`src/rtl/alu_control_unit.sv`:
```
// MIPS single-cycle style control decode, ALU control and ALU, with every output
// registered one cycle after the instruction and operands are sampled.
module alu_control_unit #(
    parameter int unsigned WIDTH = 32
) (
    input  logic             clk,
    input  logic             reset,
    input  logic             in_valid,
    input  logic [31:0]      instr,
    input  logic [WIDTH-1:0] rs_data,
    input  logic [WIDTH-1:0] rt_data,
    output logic             out_valid,
    output logic             regdst,
    output logic             branch_eq,
    output logic             branch_ne,
    output logic             memread,
    output logic             memwrite,
    output logic             memtoreg,
    output logic             regwrite,
    output logic             alusrc,
    output logic             jump,
    output logic [1:0]       aluop,
    output logic [5:0]       aluctl,
    output logic [WIDTH-1:0] result,
    output logic             zero
);

    localparam int unsigned OP_W   = 6;
    localparam int unsigned CTL_W  = 6;
    localparam int unsigned IMM_W  = 16;

    localparam logic [OP_W-1:0] OP_RTYPE = 6'b000000;
    localparam logic [OP_W-1:0] OP_LW    = 6'b100011;
    localparam logic [OP_W-1:0] OP_SW    = 6'b101011;
    localparam logic [OP_W-1:0] OP_BEQ   = 6'b000100;
    localparam logic [OP_W-1:0] OP_BNE   = 6'b000101;
    localparam logic [OP_W-1:0] OP_ADDI  = 6'b001000;
    localparam logic [OP_W-1:0] OP_J     = 6'b000010;

    localparam logic [CTL_W-1:0] CTL_AND = 6'd0;
    localparam logic [CTL_W-1:0] CTL_OR  = 6'd1;
    localparam logic [CTL_W-1:0] CTL_ADD = 6'd2;
    localparam logic [CTL_W-1:0] CTL_SUB = 6'd6;
    localparam logic [CTL_W-1:0] CTL_SLT = 6'd7;
    localparam logic [CTL_W-1:0] CTL_NOR = 6'd12;
    localparam logic [CTL_W-1:0] CTL_XOR = 6'd13;

    logic [OP_W-1:0]  opcode_c;
    logic [5:0]       funct_c;
    logic [IMM_W-1:0] imm_c;
    logic             unused_instr_bits;

    logic             regdst_c, branch_eq_c, branch_ne_c, memread_c, memwrite_c;
    logic             memtoreg_c, regwrite_c, alusrc_c, jump_c;
    logic [1:0]       aluop_c;
    logic [CTL_W-1:0] aluctl_c;
    logic [WIDTH-1:0] b_c;
    logic [WIDTH-1:0] result_c;

    assign opcode_c          = instr[31:26];
    assign funct_c           = instr[5:0];
    assign imm_c             = instr[15:0];
    assign unused_instr_bits = ^instr[25:16];

    // Main control decode; unknown opcodes fall through as a NOP.
    always_comb begin
        regdst_c    = 1'b0;
        branch_eq_c = 1'b0;
        branch_ne_c = 1'b0;
        memread_c   = 1'b0;
        memwrite_c  = 1'b0;
        memtoreg_c  = 1'b0;
        regwrite_c  = 1'b0;
        alusrc_c    = 1'b0;
        jump_c      = 1'b0;
        aluop_c     = 2'b00;
        case (opcode_c)
            OP_RTYPE: begin
                regdst_c   = 1'b1;
                regwrite_c = 1'b1;
                aluop_c    = 2'b10;
            end
            OP_LW: begin
                memread_c  = 1'b1;
                memtoreg_c = 1'b1;
                alusrc_c   = 1'b1;
                regwrite_c = 1'b1;
            end
            OP_SW: begin
                memwrite_c = 1'b1;
                alusrc_c   = 1'b1;
            end
            OP_BEQ: begin
                branch_eq_c = 1'b1;
                aluop_c     = 2'b01;
            end
            OP_BNE: begin
                branch_ne_c = 1'b1;
                aluop_c     = 2'b01;
            end
            OP_ADDI: begin
                alusrc_c   = 1'b1;
                regwrite_c = 1'b1;
            end
            OP_J: jump_c = 1'b1;
            default: ;
        endcase
    end

    // ALU control from operation class and funct field.
    always_comb begin
        aluctl_c = CTL_AND;
        case (aluop_c)
            2'b00: aluctl_c = CTL_ADD;
            2'b01: aluctl_c = CTL_SUB;
            2'b10: begin
                case (funct_c)
                    6'b100000: aluctl_c = CTL_ADD;
                    6'b100010: aluctl_c = CTL_SUB;
                    6'b100100: aluctl_c = CTL_AND;
                    6'b100101: aluctl_c = CTL_OR;
                    6'b100110: aluctl_c = CTL_XOR;
                    6'b100111: aluctl_c = CTL_NOR;
                    6'b101010: aluctl_c = CTL_SLT;
                    default:   aluctl_c = CTL_AND;
                endcase
            end
            default: aluctl_c = CTL_AND;
        endcase
    end

    assign b_c = alusrc_c ? {{(WIDTH-IMM_W){imm_c[IMM_W-1]}}, imm_c} : rt_data;

    // Datapath; add/sub wrap naturally at WIDTH bits.
    always_comb begin
        result_c = '0;
        case (aluctl_c)
            CTL_AND: result_c = rs_data & b_c;
            CTL_OR:  result_c = rs_data | b_c;
            CTL_ADD: result_c = rs_data + b_c;
            CTL_SUB: result_c = rs_data - b_c;
            CTL_SLT: result_c = WIDTH'($signed(rs_data) < $signed(b_c));
            CTL_NOR: result_c = ~(rs_data | b_c);
            CTL_XOR: result_c = rs_data ^ b_c;
            default: result_c = '0;
        endcase
    end

    // Output register; reset leaves zero=1 to stay consistent with result=0.
    always_ff @(posedge clk) begin
        if (!reset) begin
            out_valid <= 1'b0;
            regdst    <= 1'b0;
            branch_eq <= 1'b0;
            branch_ne <= 1'b0;
            memread   <= 1'b0;
            memwrite  <= 1'b0;
            memtoreg  <= 1'b0;
            regwrite  <= 1'b0;
            alusrc    <= 1'b0;
            jump      <= 1'b0;
            aluop     <= 2'b00;
            aluctl    <= '0;
            result    <= '0;
            zero      <= 1'b1;
        end else begin
            out_valid <= in_valid;
            regdst    <= regdst_c;
            branch_eq <= branch_eq_c;
            branch_ne <= branch_ne_c;
            memread   <= memread_c;
            memwrite  <= memwrite_c;
            memtoreg  <= memtoreg_c;
            regwrite  <= regwrite_c;
            alusrc    <= alusrc_c;
            jump      <= jump_c;
            aluop     <= aluop_c;
            aluctl    <= aluctl_c;
            result    <= result_c;
            zero      <= (result_c == '0);
        end
    end

endmodule

```
`config.mk`:
```
export PLATFORM = sky130hd
export DESIGN_NAME = alu_control_unit
export DESIGN_NICKNAME = d
export VERILOG_FILES = /design/src/rtl/alu_control_unit.sv
export SDC_FILE = /design/constraint.sdc
export NUM_CORES = 1
export LEC_CHECK = 0
export BUFFER_PORTS_ARGS = -buffer_cell sky130_fd_sc_hd__buf_2
export CAP_MARGIN = 20
export CORE_MARGIN = 5
export CORE_UTILIZATION = 40
export DETAILED_ROUTE_END_ITERATION = 16
export GPL_TIMING_DRIVEN = 0
export PLACE_DENSITY_LB_ADDON = 0.05
export SKIP_LAST_GASP = 1
export SYNTH_ARGS = -nofsm -noshare
export SYNTH_HDL_FRONTEND = slang
export SYNTH_SLANG_ARGS = --single-unit
```
`constraint.sdc`:
```
create_clock -name clk -period 6 [get_ports clk]
set_input_delay 0.3 -clock clk [delete_from_list [all_inputs] [get_ports clk]]
set_output_delay 0.3 -clock clk [all_outputs]
set_load 0.005 [all_outputs]
```
==> Yosys cells after proc, flatten, opt, wreduce, memory -nomap -nowiden <==
Index checks and enable logic that the tools add are counted.
W data, S select, Z words.
{ "word_totals": {"in_bits": 99, "output_inout_bits": 51, "register_bits": 50} }
{ "classes": {"n_addsub": 2, "n_mux": 13, "bitwise_logic": 4, "magnitude_cmp": 1, "eq_ne": 20, "reduce_logical": 7} }
{ "op_table": {"columns": ["cell", "count"], "rows": [
  ["$pmux W32 S7", 1],
  ["$eq A6 B6 Y1 const B", 8],
  ["$add A32 B32 Y32", 1],
  ["$and A32 B32 Y32", 1],
  ["$logic_not A32 Y1", 1],
  ["$lt A32 B32 Y1", 1],
  ["$mux W32", 1],
  ["$not A32 Y32", 1],
  ["$or A32 B32 Y32", 1],
  ["$sub A32 B32 Y32", 1],
  ["$xor A32 B32 Y32", 1],
  ["$eq A6 B3 Y1 const B", 4],
  ["$pmux W4 S6", 1],
  ["$eq A6 B4 Y1 const B", 3],
  ["$eq A6 B2 Y1 const B", 2],
  ["$logic_not A6 Y1", 2],
  ["$pmux W4 S3", 1],
  ["$mux W1", 8],
  ["$eq A6 B1 Y1 const B", 1],
  ["$reduce_or A3 Y1", 2],
  ["$pmux W2 S2", 1],
  ["$eq A2 B1 Y1 const B", 1],
  ["$eq A2 B2 Y1 const B", 1],
  ["$logic_not A2 Y1", 1],
  ["$reduce_or A2 Y1", 1]
]} }

==> Longest topological paths before layout <==
Gate-level depths: netlist (run 1).
{ "depth": {"depth_word": 8, "depth_mapped": 23, "ltp_nobuf": 21} }

==> Least setup slack after synthesis (run 1) <==
No wires, ideal clock.
{ "synth_timing": {"kind": "input port to flip-flop", "startpoint": "in instr[31]", "endpoint": "reg zero", "required_ns": 5.916, "path_buffers": 2, "arrival_time_ns": 4.988, "setup_slack_ns": 0.928, "path_stages": 23, "cell_sequence": "nor3_2 -> nand2_1 -> a211o_1 -> clkbuf_1 -> clkinv_1 -> clkbuf_1 -> nand2_1 -> nand2_1 -> ha_1 -> inv_1 -> fa_1 -> nand2b_4 -> a2111oi_4 -> o211a_1 -> o21ai_1 -> o311ai_1 -> xnor2_1 -> a2111oi_0 -> nand4_1 -> or4_1 -> nand3b_1 -> or4_1 -> o31ai_2"} }
{ "synth_between": {"elab_chain_cells": 8} }
{ "synth_rtl": {"columns": ["item", "line", "rtl"], "rows": [
  ["start, declared", "9", "input logic [31:0] instr,"],
  ["parallel branches: the longest is 6 deep, another holds $sub A32 B32 Y32", null, null],
  ["$pmux W32 S7 (*)", "137", "case (aluctl_c)"],
  ["$logic_not A32 Y1 (*)", "180", "zero <= (result_c == '0);"],
  ["end signal, assigned", "180", null],
  ["end, declared", "25", "output logic zero"]
]} }
Every way passes the cells marked *.
A chain may end at the register's enable or synchronous reset.

==> Final worst setup path (run 1) <==
Same ends and word-level chain as after synthesis.

==> impl_metrics.yaml, run 1 <==
clock_tree:
  htreeDepth: 2
  cts_made_buffers: 5
  clockBufferDepth: 2
  ctsHoldBuffers: 0
  cts_root_buf: "clkbuf_16"
  clkSlewWorstSetupHoldPaths_ns: 0.07
  clkSinkCount: 48
  cts_tree: "done"
die:
  die_area_mm2: 0.0217
  initial_core_util_pct: 40.4
  die_w_um: 147
  die_y_um: 147
  rows: 50
  coreArea_mm2: 0.0186
  io_pins: 150
power_and_ir_drop:
  p_per_area_mw_per_mm2: 174
  irDropWorstVdd_mv: 0.0889
  power_leakage_nw: 4.33
  power_mw: 1.52
setup_path:
  crit_start: "instr[31]"
  path_cells: "buf_2, nor3_4, nand2_1, a211o_2, clkbuf_2, nand2_1, nand2_1, ha_1, fa_1, a21oi_1, o211a_1, o21ai_0, xor2_1, a222oi_1, o21ai_0, nor3_1, nand4_1, or4_1, nand3b_1, or4_1, o31ai_2"
  crit_top_cell: "nand2_1"
  crit_path_max_fanout: 10
  critPathCaptureType: "register"
  max_stage_delay_ns: 0.58
  cp.arrival_ns: 6.01
  path_buf_inv: 2
  start_kind: "primary input"
  cp_slowest_cell: "or4_1"
  crit_family: "simple AND/OR/NAND/NOR gates"
  crit_type: "in2reg"
  cp.required_ns: 6.21
flow_run:
  cap_violations: 0
global_route:
  gr-total-overflow: 0
  grt_util_all_layers_pct: 26.8
  grt_max_degree: 17
  antenna_found_initial: 1
  grt_pass1_wl_mm: 46.3
  grt_pass1_vias: 8171
timing:
  slew_violations: 0
  max_slew_margin_pct: 28.6
  fin_crit_ns: 5.80
  layout_setup_ws_ns: 0.200
  setup_tns_ns: 0
  hold_ws_ns: 0.221
  timing.fmax_ghz: 0.172
  fin_crit_sh_pct: 96.7
  tightest_slew_ns: 1.07
  finalHoldViolCount: 0
  setup_viol_count_final: 0
  rsz0062_at_grt: "no"
logic_synthesis:
  syn-cell-area_mm2: 0.00752
  ys_ff_latch: 48
  synth_edf_count: 0
  synth_cells: 1104
  yosys_warnings: 0
  synth_ff_type: "dfxtp_1"
  yosysUniqueCellTypes: 89
  synthArstFlopShare_pct: 0
  synth_area_per_cell_um2: 6.82
  yosysSeqAreaShare_pct: 12.8
placement:
  dp_cells: 1476
  placed_cell_area_mm2: 0.00851
  gp_congestion: 0.963
  dpl.hpwl_mm: 24.0
  pre_cts_ws_ns: -0.732
  io_buffers: 137
final_layout:
  fin_util_pct: 47.0
  instances_no_fill: 1484
  multi_input_area_mm2: 0.00590
  final_common_cell: "buf_2"
  fillers: 2049
  final_cell_mix: "buf_2, nand2_1, nor2_1"
  stdcell_area_mm2: 0.00876
  drive_above_1_share_pct: 16.9
  area_growth_syn_to_layout_pct: 16.5
  finalNetCount: 1452
  num_antenna_cells: 0
  regArea_um2: 961
worst_hold_path:
  hp-class: "in2reg"
  min_from: "in_valid"
outcome:
  outcome: "completed"
detailed_routing:
  num_vias: 8834
  ant_nets: 0
  avgRoutedWirePerCell_um: 20.3
  routed_wl_mm: 30.2
  drt_iter0_markers: 867
  vias_per_cell: 5.95
  post-route-drc-count: 0
  firstDrtPassIters: 5
==> sequential cells by signal (all words and copies together) (netlist names) <==
register,count
result,32
branch_eq,1
regdst,1
jump,1
regwrite,1
branch_ne,1
memwrite,1
out_valid,1
memtoreg,1
alusrc,1
zero,1
aluctl,4
aluop,2
==> final cells by class <==
cell class | instances | area share [%]
Buffer | 64 | 3.70
Clock buffer | 5 | 1.43
Clock inverter | 3 | 0.785
Inverter | 106 | 4.54
Multi-Input combinational cell | 886 | 67.3
Sequential cell | 48 | 11.0
Tap cell | 234 | 3.34
Timing Repair Buffer | 138 | 7.91
==> cells in the mapped netlist (all sizes together) (9+ instances only) <==
cell / number / area [µm²]
mux2i: 18 / 180
a21oi: 111 / 559
o21ai: 50 / 254
clkbuf: 32 / 121
nand4: 11 / 68.8
nand2: 146 / 548
a221o: 13 / 130
dfxtp: 48 / 961
a211oi: 15 / 118
ha: 102 / 1280
inv: 105 / 394
o22ai: 24 / 150
nor4: 9 / 56.3
nor2b: 11 / 68.8
o21bai: 9 / 67.6
o221ai: 15 / 131
nor3: 38 / 195
nand2b: 14 / 95.1
and2: 14 / 87.6
o31ai: 11 / 92.6
nor2: 115 / 432
nand3: 20 / 100
buf: 33 / 199
==> per-layer routing <==
layer / GRT usage [%] / wire (µm)
met4: 6.57 / 618
met5: 0 / 0
met1: 37.6 / 13400
met3: 4.44 / 2840
met2: 42.9 / 13300
==> power by group <==
group          internal [mW]  total (mW)  leakage [nW]  switching (mW)
combinational          0.290       0.770          3.84           0.480
clock                  0.241       0.395        0.0944           0.153
sequential             0.350       0.357         0.397         0.00686
total                  0.882        1.52          4.33           0.640
==> cell families after synthesis <==
kind of cell               share of synthesized area (%)
AOI/OAI and AO/OA                                   31.3
xor gates and xnor gates                            1.40
adders and majority gates                           17.5
buffers and inverters                               9.54
DFF                                                 12.8
muxes                                               2.39
other                                             0.0498
and+or+nand+nor                                     25.1
==> what timing repair did <==
action,CTS,global route
gates resized for setup,8,10
endpoints found under the setup margin,1,1
setup buffers,0,1
pin swaps,0,1
hold endpoints to repair,0,0
==> worst paths after layout <==
path                               end  slack (ns)  depth (start not counted)
setup / recovery       zero$_SDFF_PN1_        0.20                         21
hold / removal    out_valid$_SDFF_PN0_        0.22                          2
No activity file was read; power rests on OpenSTA's default activity.
==> run 2, diff against run 1 <==
CTS_BUF_LIST = sky130_fd_sc_hd__clkbuf_4 sky130_fd_sc_hd__clkbuf_8   (was not set)
==> run 2 against run 1 <==
Effect of this change: first-iteration DRC count down 3.2%; non-clock buffer count unchanged; worst setup slack got worse by 0.0023 ns; global-route usage hardly changed; count of clock-buffer cells in the layout is the same; routed wire length is essentially flat; combinational power about the same; maximum frequency barely moved; final area is 0.64% lower; critical path depth did not move; cell count unchanged; critical endpoint unchanged.
==> impl_metrics.yaml, run 2 (synthesized netlist as in run 1, its figures left out) <==
detailed_routing:
  routed_wl_mm: 30.1
  drt_iter0_markers: 839
  post-route-drc-count: 0
  ant_nets: 0
  vias_per_cell: 5.86
  avgRoutedWirePerCell_um: 20.3
  num_vias: 8701
  firstDrtPassIters: 5
timing:
  fin_crit_ns: 5.80
  timing.fmax_ghz: 0.172
  rsz0062_at_grt: "no"
  fin_crit_sh_pct: 96.7
  tightest_slew_ns: 1.08
  setup_viol_count_final: 0
  slew_violations: 0
  layout_setup_ws_ns: 0.197
  finalHoldViolCount: 0
  max_slew_margin_pct: 27.9
clock_tree:
  ctsHoldBuffers: 0
  clkSlewWorstSetupHoldPaths_ns: 0.10
  htreeDepth: 2
  clkSinkCount: 48
  cts_made_buffers: 5
  clockBufferDepth: 2
  cts_tree: "done"
  cts_root_buf: "clkbuf_8"
final_layout:
  stdcell_area_mm2: 0.00871
  finalNetCount: 1452
  final_common_cell: "buf_2"
  drive_above_1_share_pct: 16.9
  num_antenna_cells: 0
  final_cell_mix: "buf_2, nand2_1, nor2_1"
  largest_reg_flops: 32
  area_growth_syn_to_layout_pct: 15.7
  top_register: "result"
  top_regs: "result (32), aluctl (4), aluop (2)"
flow_run:
  cap_violations: 0
die:
  io_pins: 150
  initial_core_util_pct: 40.4
  rows: 50
  coreArea_mm2: 0.0186
  die_area_mm2: 0.0217
  die_w_um: 147
  die_y_um: 147
placement:
  dpl.hpwl_mm: 24.0
  gp_congestion: 0.963
  placed_cell_area_mm2: 0.00851
  pre_cts_ws_ns: -0.732
  io_buffers: 137
setup_path:
  max_stage_delay_ns: 0.57
  crit_start: "instr[31]"
  start_kind: "primary input"
  critPathCaptureType: "register"
  cp.arrival_ns: 6.04
  crit_top_cell: "nand2_1"
  cp.required_ns: 6.24
  crit_type: "in2reg"
  cp_slowest_cell: "or4_1"
  crit_end: "zero$_SDFF_PN1_"
  crit_path_max_fanout: 10
  path_cells: "buf_2, nor3_4, nand2_1, a211o_2, clkbuf_2, nand2_1, nand2_1, ha_1, fa_1, a21oi_1, o211a_1, o21ai_0, xor2_1, a222oi_1, o21ai_0, nor3_1, nand4_1, or4_1, nand3b_1, or4_1, o31ai_2"
global_route:
  gr-total-overflow: 0
  grt_pass1_vias: 8160
  antenna_found_initial: 2
  grt_max_degree: 17
  grt_util_all_layers_pct: 26.8
  grt_pass1_wl_mm: 46.2
power_and_ir_drop:
  power_leakage_nw: 4.30
  irDropWorstVdd_mv: 0.0818
  p_per_area_mw_per_mm2: 166
worst_hold_path:
  hp-class: "in2reg"
  min_from: "in_valid"
outcome:
  outcome: "completed"
## run 2: cell counts in the layout (fill, tap and decap cells not counted)
No cell type changed its count.
## run 2: report_power, final
part	internal (mW)	switching (mW)	total, mW
logic	0.290	0.481	0.771
clock network	0.168	0.146	0.314
registers	0.350	0.00694	0.357
total	0.809	0.634	1.44
## run 2: layer usage
metal | up-vias | global-route usage [%] | wire length, µm
met2 | 395 | 42.7 | 13100
met3 | 49 | 4.90 | 2600
li1 | 4216 | - | -
met5 | - | 0 | 13
met1 | 4039 | 37.4 | 13700
met4 | 2 | 6.48 | 644
## run 2: worst min path at each step
stage	endpoint	slack (ns)	cells after the start
floorplan	jump$_SDFF_PN0_	0.38	1
global placement	out_valid$_SDFF_PN0_	0.51	2
detailed placement	out_valid$_SDFF_PN0_	0.53	2
CTS	out_valid$_SDFF_PN0_	0.19	2
global route	out_valid$_SDFF_PN0_	0.20	2
finish	out_valid$_SDFF_PN0_	0.19	2
## run 2: worst max-delay path, delay by kind of cell
kind	cells	cell delay (ns)
buffers and inverters	2	0.44
and+or+nand+nor	9	2.47
adders and majority gates	2	0.72
xor gates and xnor gates	1	0.17
AOI/OAI and AO/OA	7	1.93
## run 2: layout make-up
cell class	instances	area, µm²
clock inverter	3	68.8
buffer	64	324
inverter	106	398
fill	2063	9930
timing repair buffer	138	693
sequential	48	961
clock buffer	5	68.8
multi-input combinational	886	5900
tap	234	293
## run 2: what timing repair did
| action | in CTS | in global routing |
|---|---|---|
| endpoints found under the setup margin | 1 | 1 |
| gates resized for setup | 8 | 10 |
| hold endpoints to repair | 0 | 0 |
| buffers inserted | 0 | 1 |
| pin swaps | 0 | 1 |
## run 2: through the flow
| stage | std cells | power (mW) | utilization, % | TNS [ns] | hold WS, ns |
|---|---|---|---|---|---|
| floorplan | 1105 | 0.866 | - | 0 | 0.376 |
| global placement | 1476 | 1.11 | 45.6 | -0.741 | 0.514 |
| detailed placement | 1476 | 1.11 | 45.6 | -0.732 | 0.533 |
| CTS | 1484 | 1.43 | 46.5 | 0 | 0.189 |
| global route | 1484 | 1.54 | 46.7 | 0 | 0.197 |
| finish | 1484 | 1.44 | 46.7 | 0 | 0.189 |
